<file path="src/rtl/audio_mixer_pkg.sv">
// audio_mixer_pkg: shared FSM state type, gain constant and saturation helper for the mixer
package audio_mixer_pkg;
  typedef enum logic [1:0] {IDLE, ACCUM, SCALE, WRITE} mixer_state_t;
  localparam int DEFAULT_VOLUME_BITS = 8;
  localparam int UNITY_GAIN = 1 << (DEFAULT_VOLUME_BITS - 1);
  function automatic logic signed [63:0] saturate(input logic signed [63:0] v, input int w);
    logic signed [63:0] hi, lo;
    hi = (64'sd1 <<< (w - 1)) - 64'sd1;
    lo = -(64'sd1 <<< (w - 1));
    return v > hi ? hi : (v < lo ? lo : v);
  endfunction
endpackage

</file>
<file path="src/rtl/audio_mixer_n_ram.sv">
// mixer_sample_ram: circular sample store with one write port and a registered read port (old data on collision)
import audio_mixer_pkg::*;
module mixer_sample_ram #(
  parameter int DEPTH = 32,
  parameter int WIDTH = 16,
  parameter int AW = $clog2(DEPTH)
) (
  input  logic             clk,
  input  logic             rst,
  input  logic             we,
  input  logic [AW-1:0]    waddr,
  input  logic [WIDTH-1:0] wdata,
  input  logic [AW-1:0]    raddr,
  output logic [WIDTH-1:0] rdata
);
  logic [WIDTH-1:0] mem [DEPTH];
  // write port plus registered read; reset clears every slot
  always_ff @(posedge clk) begin
    if (rst) begin
      for (int i = 0; i < DEPTH; i++) mem[i] <= '0;
      rdata <= '0;
    end else begin
      if (we) mem[waddr] <= wdata;
      rdata <= mem[raddr];
    end
  end
endmodule

</file>
<file path="src/rtl/audio_mixer_n.sv">
// audio_mixer_n: N-channel gain mixer writing LAG slots behind the I2S read index; AUDIO_MIXER_PEAK_EN adds a peak output
import audio_mixer_pkg::*;
module audio_mixer_n #(
  parameter int NUM_CH = 4,
  parameter int SAMPLE_BITS = 16,
  parameter int VOLUME_BITS = 8,
  parameter int BUF_LEN = 32,
  parameter int LAG = 10
) (
  input  logic                          clk,
  input  logic                          rst,
  input  logic [NUM_CH*SAMPLE_BITS-1:0] ch_sample,
  input  logic [NUM_CH-1:0]             ch_valid,
  input  logic [NUM_CH*VOLUME_BITS-1:0] ch_volume,
  input  logic [VOLUME_BITS-1:0]        master_volume,
  input  logic [$clog2(BUF_LEN)-1:0]    rd_index,
  output logic [SAMPLE_BITS-1:0]        rd_sample,
  output logic                          busy,
  output logic                          clip,
  output logic                          overrun,
  input  logic                          status_clr
`ifdef AUDIO_MIXER_PEAK_EN
  , output logic [SAMPLE_BITS-2:0]      peak
`endif
);
  localparam int IW = $clog2(BUF_LEN);
  localparam int CW = NUM_CH > 1 ? $clog2(NUM_CH) : 1;
  localparam int AW = SAMPLE_BITS + 2 + $clog2(NUM_CH);
  localparam int SH = VOLUME_BITS - 1;
  mixer_state_t state;
  logic [IW-1:0] prev_index, wr_addr;
  logic signed [SAMPLE_BITS-1:0] s_snap [NUM_CH];
  logic [VOLUME_BITS-1:0] v_snap [NUM_CH];
  logic [NUM_CH-1:0] ok_snap;
  logic [VOLUME_BITS-1:0] mv_snap;
  logic [CW-1:0] ch_idx;
  logic signed [AW-1:0] acc, term;
  logic signed [SAMPLE_BITS+VOLUME_BITS:0] prod;
  logic signed [AW+VOLUME_BITS:0] mprod;
  logic signed [63:0] scaled, sat;
  logic signed [SAMPLE_BITS-1:0] sat_q;
  logic trig;
  // index-change detect, shared per-channel multiplier, and master gain with saturation
  always_comb begin
    trig = rd_index != prev_index;
    prod = s_snap[ch_idx] * $signed({1'b0, v_snap[ch_idx]});
    term = ok_snap[ch_idx] ? AW'(prod >>> SH) : '0;
    mprod = acc * $signed({1'b0, mv_snap});
    scaled = 64'(mprod >>> SH);
    sat = saturate(scaled, SAMPLE_BITS);
  end
  // mix sequencer: snapshot on trigger, accumulate one channel per cycle, scale, write back; sticky flags
  always_ff @(posedge clk) begin
    if (rst) begin
      state <= IDLE;
      prev_index <= '0;
      wr_addr <= '0;
      acc <= '0;
      ch_idx <= '0;
      sat_q <= '0;
      ok_snap <= '0;
      mv_snap <= '0;
      busy <= 1'b0;
      clip <= 1'b0;
      overrun <= 1'b0;
    end else begin
      prev_index <= rd_index;
      overrun <= (trig && state != IDLE) || (overrun && !status_clr);
      clip <= (state == SCALE && sat != scaled) || (clip && !status_clr);
      case (state)
        IDLE: if (trig) begin
          for (int k = 0; k < NUM_CH; k++) begin
            s_snap[k] <= ch_sample[k*SAMPLE_BITS +: SAMPLE_BITS];
            v_snap[k] <= ch_volume[k*VOLUME_BITS +: VOLUME_BITS];
          end
          ok_snap <= ch_valid;
          mv_snap <= master_volume;
          wr_addr <= rd_index - IW'(LAG);
          acc <= '0;
          ch_idx <= '0;
          busy <= 1'b1;
          state <= ACCUM;
        end
        ACCUM: begin
          acc <= acc + term;
          ch_idx <= ch_idx + 1'b1;
          if (ch_idx == CW'(NUM_CH - 1)) state <= SCALE;
        end
        SCALE: begin
          sat_q <= SAMPLE_BITS'(sat);
          state <= WRITE;
        end
        WRITE: begin
          busy <= 1'b0;
          state <= IDLE;
        end
        default: state <= IDLE;
      endcase
    end
  end
  mixer_sample_ram #(.DEPTH(BUF_LEN), .WIDTH(SAMPLE_BITS)) u_ram (
    .clk(clk),
    .rst(rst),
    .we(state == WRITE),
    .waddr(wr_addr),
    .wdata(sat_q),
    .raddr(rd_index),
    .rdata(rd_sample)
  );
`ifdef AUDIO_MIXER_PEAK_EN
  logic [SAMPLE_BITS-2:0] mag, peak_base;
  logic signed [SAMPLE_BITS-1:0] neg;
  // magnitude of the sample being written, most negative code clamped to full scale
  always_comb begin
    neg = -sat_q;
    mag = sat_q[SAMPLE_BITS-1] ? (neg[SAMPLE_BITS-1] ? '1 : neg[SAMPLE_BITS-2:0]) : sat_q[SAMPLE_BITS-2:0];
    peak_base = status_clr ? '0 : peak;
  end
  // peak hold; a write in the clearing cycle still registers its magnitude
  always_ff @(posedge clk) peak <= rst ? '0 : (state == WRITE && mag > peak_base) ? mag : peak_base;
`endif
endmodule

</file>
<file path="config.mk">
export PLATFORM = sky130hd
export DESIGN_NAME = audio_mixer_n
export DESIGN_NICKNAME = d
export VERILOG_FILES = /design/src/rtl/audio_mixer_pkg.sv /design/src/rtl/audio_mixer_n_ram.sv /design/src/rtl/audio_mixer_n.sv
export SDC_FILE = /design/constraint.sdc
export NUM_CORES = 2
export LEC_CHECK = 0
export CORE_MARGIN = 5
export CORE_UTILIZATION = 40
export CTS_BUF_LIST = sky130_fd_sc_hd__clkbuf_8
export DETAILED_ROUTE_END_ITERATION = 12
export PLACE_DENSITY = 0.62
export SYNTH_ARGS = -nofsm -noshare
export SYNTH_HDL_FRONTEND = slang
export SYNTH_SLANG_ARGS = --single-unit
</file>
<file path="constraint.sdc">
create_clock -name clk -period 22.1 [get_ports clk]
set_input_delay 3.315 -clock clk [delete_from_list [all_inputs] [get_ports clk]]
set_output_delay 3.315 -clock clk [all_outputs]
set_load 0.01 [all_outputs]
</file>
# Yosys cells after proc, flatten, opt, wreduce, memory -nomap -nowiden
# Memories as Yosys holds them, arrays and structs flattened. A register that Yosys moved wholly into a read port is not among the register bits.
# Index checks and enable logic that the tools add are counted.
# totals
register_bits	65
ramBits	608
memories	3
# op_classes
n_eq_ne	8
muxes	30
n_lt_le_gt_ge	3
n_reduce_logical	16
addsub	3
mul	2
# mem_list
name	words	width	read_ports	rd_clocked_by_memory_dff	write_ports	line	text
u_ram.mem	32	16	1	1	32	audio_mixer_n_ram.sv:16	logic [WIDTH-1:0] mem [DEPTH];
s_snap	4	16	1	1	4	audio_mixer_n.sv:32	logic signed [SAMPLE_BITS-1:0] s_snap [NUM_CH];
v_snap	4	8	1	1	4	audio_mixer_n.sv:33	logic [VOLUME_BITS-1:0] v_snap [NUM_CH];
# op_table
cell	n
2-to-1 mux 64 bit	2
!= test 64 x 22 -> 1 bit	1
2-to-1 mux 20 bit	2
case mux 20 bit (2 select lines)	1
multiplier 20 x 9 -> 29 bit	1
multiplier 16 x 9 -> 25 bit	1
> comparator 22 x 16 -> 1 bit (second input constant)	1
< comparator 22 x 16 -> 1 bit (second input constant)	1
adder 20 bit	1
2-to-1 mux 16 bit	1
OR reduction 16 bit	1
2-to-1 mux 2 bit	7
2-to-1 mux 1 bit	12
case mux 2 bit (4 select lines)	1
AND reduction 2 bit	4
equality test 2 bit (second input constant)	3
nonzero test 2 bit	3
2-to-1 mux 5 bit	1
!= test 5 bit	1
subtractor 5 x 4 -> 5 bit (second input constant)	1
logical AND 1 bit	4
!= test 2 bit (second input constant)	2
case mux 2 bit (2 select lines)	1
< comparator 2 x 3 -> 1 bit (second input constant)	1
7 further kinds	8

# Logic depth before layout (Yosys ltp)
# depth
depth_word	7
depth_mapped	35
mapped_depth_nobuf	32

# Hierarchy
# From an unflattened synthesis, not the netlist that was laid out.
# unflattened
hier_cells	3217
area_unflattened_um2	41111.9
# modules_own_cells
mod	area_each_um2	n_inst	cells_per_inst
mixer_sample_ram	24213.2	1	1520
audio_mixer_n	16898.7	1	1697

# Least setup slack after synthesis
# No wires, ideal clock.
# synth_timing
path_kind	input -> register
startpoint	input port rd_index[4]
endpoint	memory s_snap[0][0], enable pin
t_required_ns	21.548
setup_slack_ns	13.082
setup_time_ns	0.552
arrival_time_ns	8.466
cell_stages	7
cell_sequence	clkbuf_1 -> xnor2_1 -> nand3_1 -> nor3_1 -> nand2b_1 -> buf_1 -> nor2_1
# synth_lines
element	line	text
start, declared	audio_mixer_n.sv:16	input logic [$clog2(BUF_LEN)-1:0] rd_index,
end, declared	audio_mixer_n.sv:32	

==> flow_summary_export.csv <==
group,metric,value,unit
status,status,"finished, final reports clean",
clock_network,cts.clk_slew.worst_paths,0.06,ns
global_route,grt.total_usage,17.6,%
finish,fin_util,45.3,%
route,first_pass_iters,5,
hold_path,hold_path.class,"register to register",
clock_network,cts-root-buf,"clkbuf_8",
power,power_density,154,mW/mm^2
synthesis,ys_warn_count,0,
finish,stdcell_count,4708,
power,ir_drop,0.000390,V
floorplan,row_count,116,
critical_path,required,22.70,ns
sta,clock-skew-final,0.0716,ns
clock_network,cts_buffer_depth,3,
floorplan,initial_utilization,40.4,%
route,antenna_left,0,
critical_path,start_kind,"register",
synthesis,synth_cell_types,78,
floorplan,dieArea,0.108,mm^2
hold_path,min_from,"overrun$_SDFF_PP0_",
critical_path,crit_type,"register to register",
route,via_count,23500,
power,power_leakage,0.0185,uW
sta,max_freq,0.124,GHz
placed_design,io_buffers,134,
route,drc_errors,0,
synthesis,yosys.area.top_type_share,45.0,%
clock_network,clkLatencyLatePin,0.76,ns
clock_network,tritoncts,"built",
clock_network,htree_levels,3,
clock_network,hold_buffers,0,
sta,relSlewSlack,34.4,%
critical_path,rrSetupSlack,14.01,ns
placed_design,pre_cts_slack,13.97,ns
sta,finalHoldViolations,0,
placed_design,gp_congestion,0.781,
clock_network,cts_buffers,111,
route,drtIter0Drc,1745,
sta,period_needed,8.09,ns
placed_design,place_area,0.0433,mm^2
global_route,grt_first_pass_wirelength,146,mm
finish,fin_nets,3722,
route,avgRoutedWirePerCell,20.1,um
finish,area_growth_syn_to_layout,12.1,%
synthesis,yosysTopAreaCell,"edfxtp_1",
critical_path,worst_r2r_endpoint,"acc[18]$_SDFFE_PP0P_",
synthesis,async_flop_share,0,%
power,switching_share,43.9,%
sta,fin_crit_sh,36.6,%
power,switchingPower,3080,uW
power,internal_power,3930,uW
synthesis,synth_edf_count,608,
sta,rsz0062_at_grt,"no",
run,max_cap_violations,0,
synthesis,postSynthNetCount,3605,
synthesis,synth_most_common_cell,"and2_1",
finish,multi_input_area,0.0187,mm^2
floorplan,io_pins,135,
finish,seqCellArea,0.0199,mm^2
critical_path,r2r_cells,28,
floorplan,die_y,328,um
floorplan,core-area,0.100,mm^2
sta,drv_slew,0,
critical_path,path_common_cell,"fa_1",
sta,finalSetupViolCount,0,
synthesis,avgSynthCellArea,12.9,um^2
sta,worst_slew_pin_slew,0.976,ns
route,via_per_inst,5.00,
power,power.share.clock,15.3,%
route,routed_wl,94.6,mm
placed_design,dp.cells,4496,
floorplan,die_w,328,um
critical_path,slowest_stage,"dfxtp_2",
global_route,first_global_vias,24600,
synthesis,syn_inst,3135,
clock_network,cts_sinks,691,
synthesis,synth_area,0.0406,mm^2
global_route,grt_start_max_net_pins,78,
finish,design_area,0.0455,mm^2
synthesis,synthFlopType,"edfxtp_1",
finish,n_fill_cell,9093,
power,p_seq_share,23.8,%
finish,drive_gt1_share,14.0,%
synthesis,ys_ff_latch,691,
clock_network,cts_setup_buffers,0,
power,combPwrFrac,60.9,%
synthesis,seq_area_frac_synth,49.1,%
synthesis,synth_common_cells,"and2_1, edfxtp_1, inv_1, fa_1, mux4_2",
clock_network,cts-resized-gates,0,
critical_path,worst-path-max-fanout,25,
critical_path,slowest_delay,0.88,ns
global_route,antenna_found_initial,7,
critical_path,end_kind,"register",
hold_path,hold-path-endpoint,"overrun$_SDFF_PP0_",
global_route,grt_overflow,0,
sta,fin_ws,14.01,ns
sta,final.setup.tns,0,ns
placed_design,detailedPlacementHpwl,62.7,mm
synthesis,ys_top_cells_by_area,"edfxtp_1, fa_1, and2_1",
hold_path,whs_path_depth,2,
critical_path,critPathArrivalTime,8.69,ns
==> critical path: cells and delay by family (launching register included) <==
kind / cells / cell delay, ns
AOI/OAI and AO/OA: 11 / 2.55
buffers and inverters: 3 / 0.17
and+or+nand+nor: 6 / 1.01
DFF: 1 / 0.88
adders and majority gates: 6 / 2.43
xor gates and xnor gates: 1 / 0.16
muxes: 1 / 0.78
==> worst max-delay path by stage <==
stage	from	cells past startpoint	end	slack [ns]
final	register	28	acc[18]$_SDFFE_PP0P_	14.01
after global routing	register	29	acc[18]$_SDFFE_PP0P_	13.40
after CTS	register	28	acc[18]$_SDFFE_PP0P_	13.96
after detailed placement	register	28	acc[18]$_SDFFE_PP0P_	13.97
after global placement	register	30	acc[18]$_SDFFE_PP0P_	14.07
after floorplan	rd_index[4]	7	s_snap[0][0]$_DFFE_PP_	13.08
==> cell families (layout without fill, tap and decap cells) <==
family | after synthesis | in the layout | synth area share (%)
simple gates | 1109 | 1109 | 15.2
flops | 691 | 691 | 49.1
buf+inv | 509 | 720 | 4.85
fa+ha+maj | 354 | 354 | 15.1
mux | 220 | 220 | 11.1
compound gates | 189 | 189 | 3.20
xor+xnor | 63 | 63 | 1.36
other cells | 0 | 5 | 0
==> cells in the final DEF, fill, tap and decap left out, drive strengths merged, types with 6 or more instances in the layout <==
master,instances
and2,678
xnor2,43
dfxtp,83
buf,62
edfxtp,608
nor2,149
o21bai,10
a211oi,6
clkdlybuf4s50,130
nand4,9
nor2b,11
fa,227
o22ai,14
nor3,18
nand2,158
a31oi,8
ha,127
a22oi,17
inv,367
mux2i,33
nand3,17
nand2b,6
xor2,20
mux4,185
or2,35
o21ai,37
a21o,18
a21oi,50
clkbuf,124
clkinv,32
==> area by class of cell <==
class | count | share of cell area [%]
Sequential cell | 691 | 43.8
Multi-Input combinational cell | 1935 | 41.1
Timing Repair Buffer | 193 | 3.92
Tap cell | 1357 | 3.73
Clock buffer | 123 | 3.72
Inverter | 320 | 2.64
Clock inverter | 84 | 1.05
Antenna cell | 5 | 0.0275
==> flip-flops by register name, summed over array words and instances, names as in the netlist, named ones only <==
| signal | count |
|---|---|
| u_ram.mem | 512 |
| s_snap | 64 |
| v_snap | 32 |
| acc | 20 |
| sat_q | 16 |
| u_ram.rdata | 16 |
| mv_snap | 8 |
| prev_index | 5 |
| wr_addr | 5 |
| ok_snap | 4 |
| ch_idx | 2 |
| state | 2 |
| busy | 1 |
| clip | 1 |
| overrun | 1 |
==> power by group through the flow <==
| stage | Combinational [uW] | Sequential, uW | Clock (uW) |
|---|---|---|---|
| final | 4270 | 1670 | 1070 |
| after global routing | 4930 | 1690 | 1160 |
| after CTS | 4340 | 1670 | 1100 |
| after detailed placement | 4310 | 1700 | 0 |
| after global placement | 4250 | 1700 | 0 |
| after floorplan | 3520 | 1610 | 0 |
==> layer usage <==
layer | vias up | track usage [%] | wire length [um]
met1 | 11900 | 23.0 | 39800
met4 | 4 | 4.17 | 1860
met3 | 126 | 3.62 | 5350
met2 | 536 | 30.3 | 47600
met5 | - | 0 | 33
li1 | 11000 | - | -
==> per-stage QoR <==
stage          hold slack, ns  power (uW)
5_1_grt                 0.544        7780
4_1_cts                 0.497        7110
3_5_place_dp            0.483        6010
6_report                0.489        7010
3_3_place_gp            0.474        5950
2_1_floorplan           0.458        5140
No activity file was read; power rests on OpenSTA's default activity.
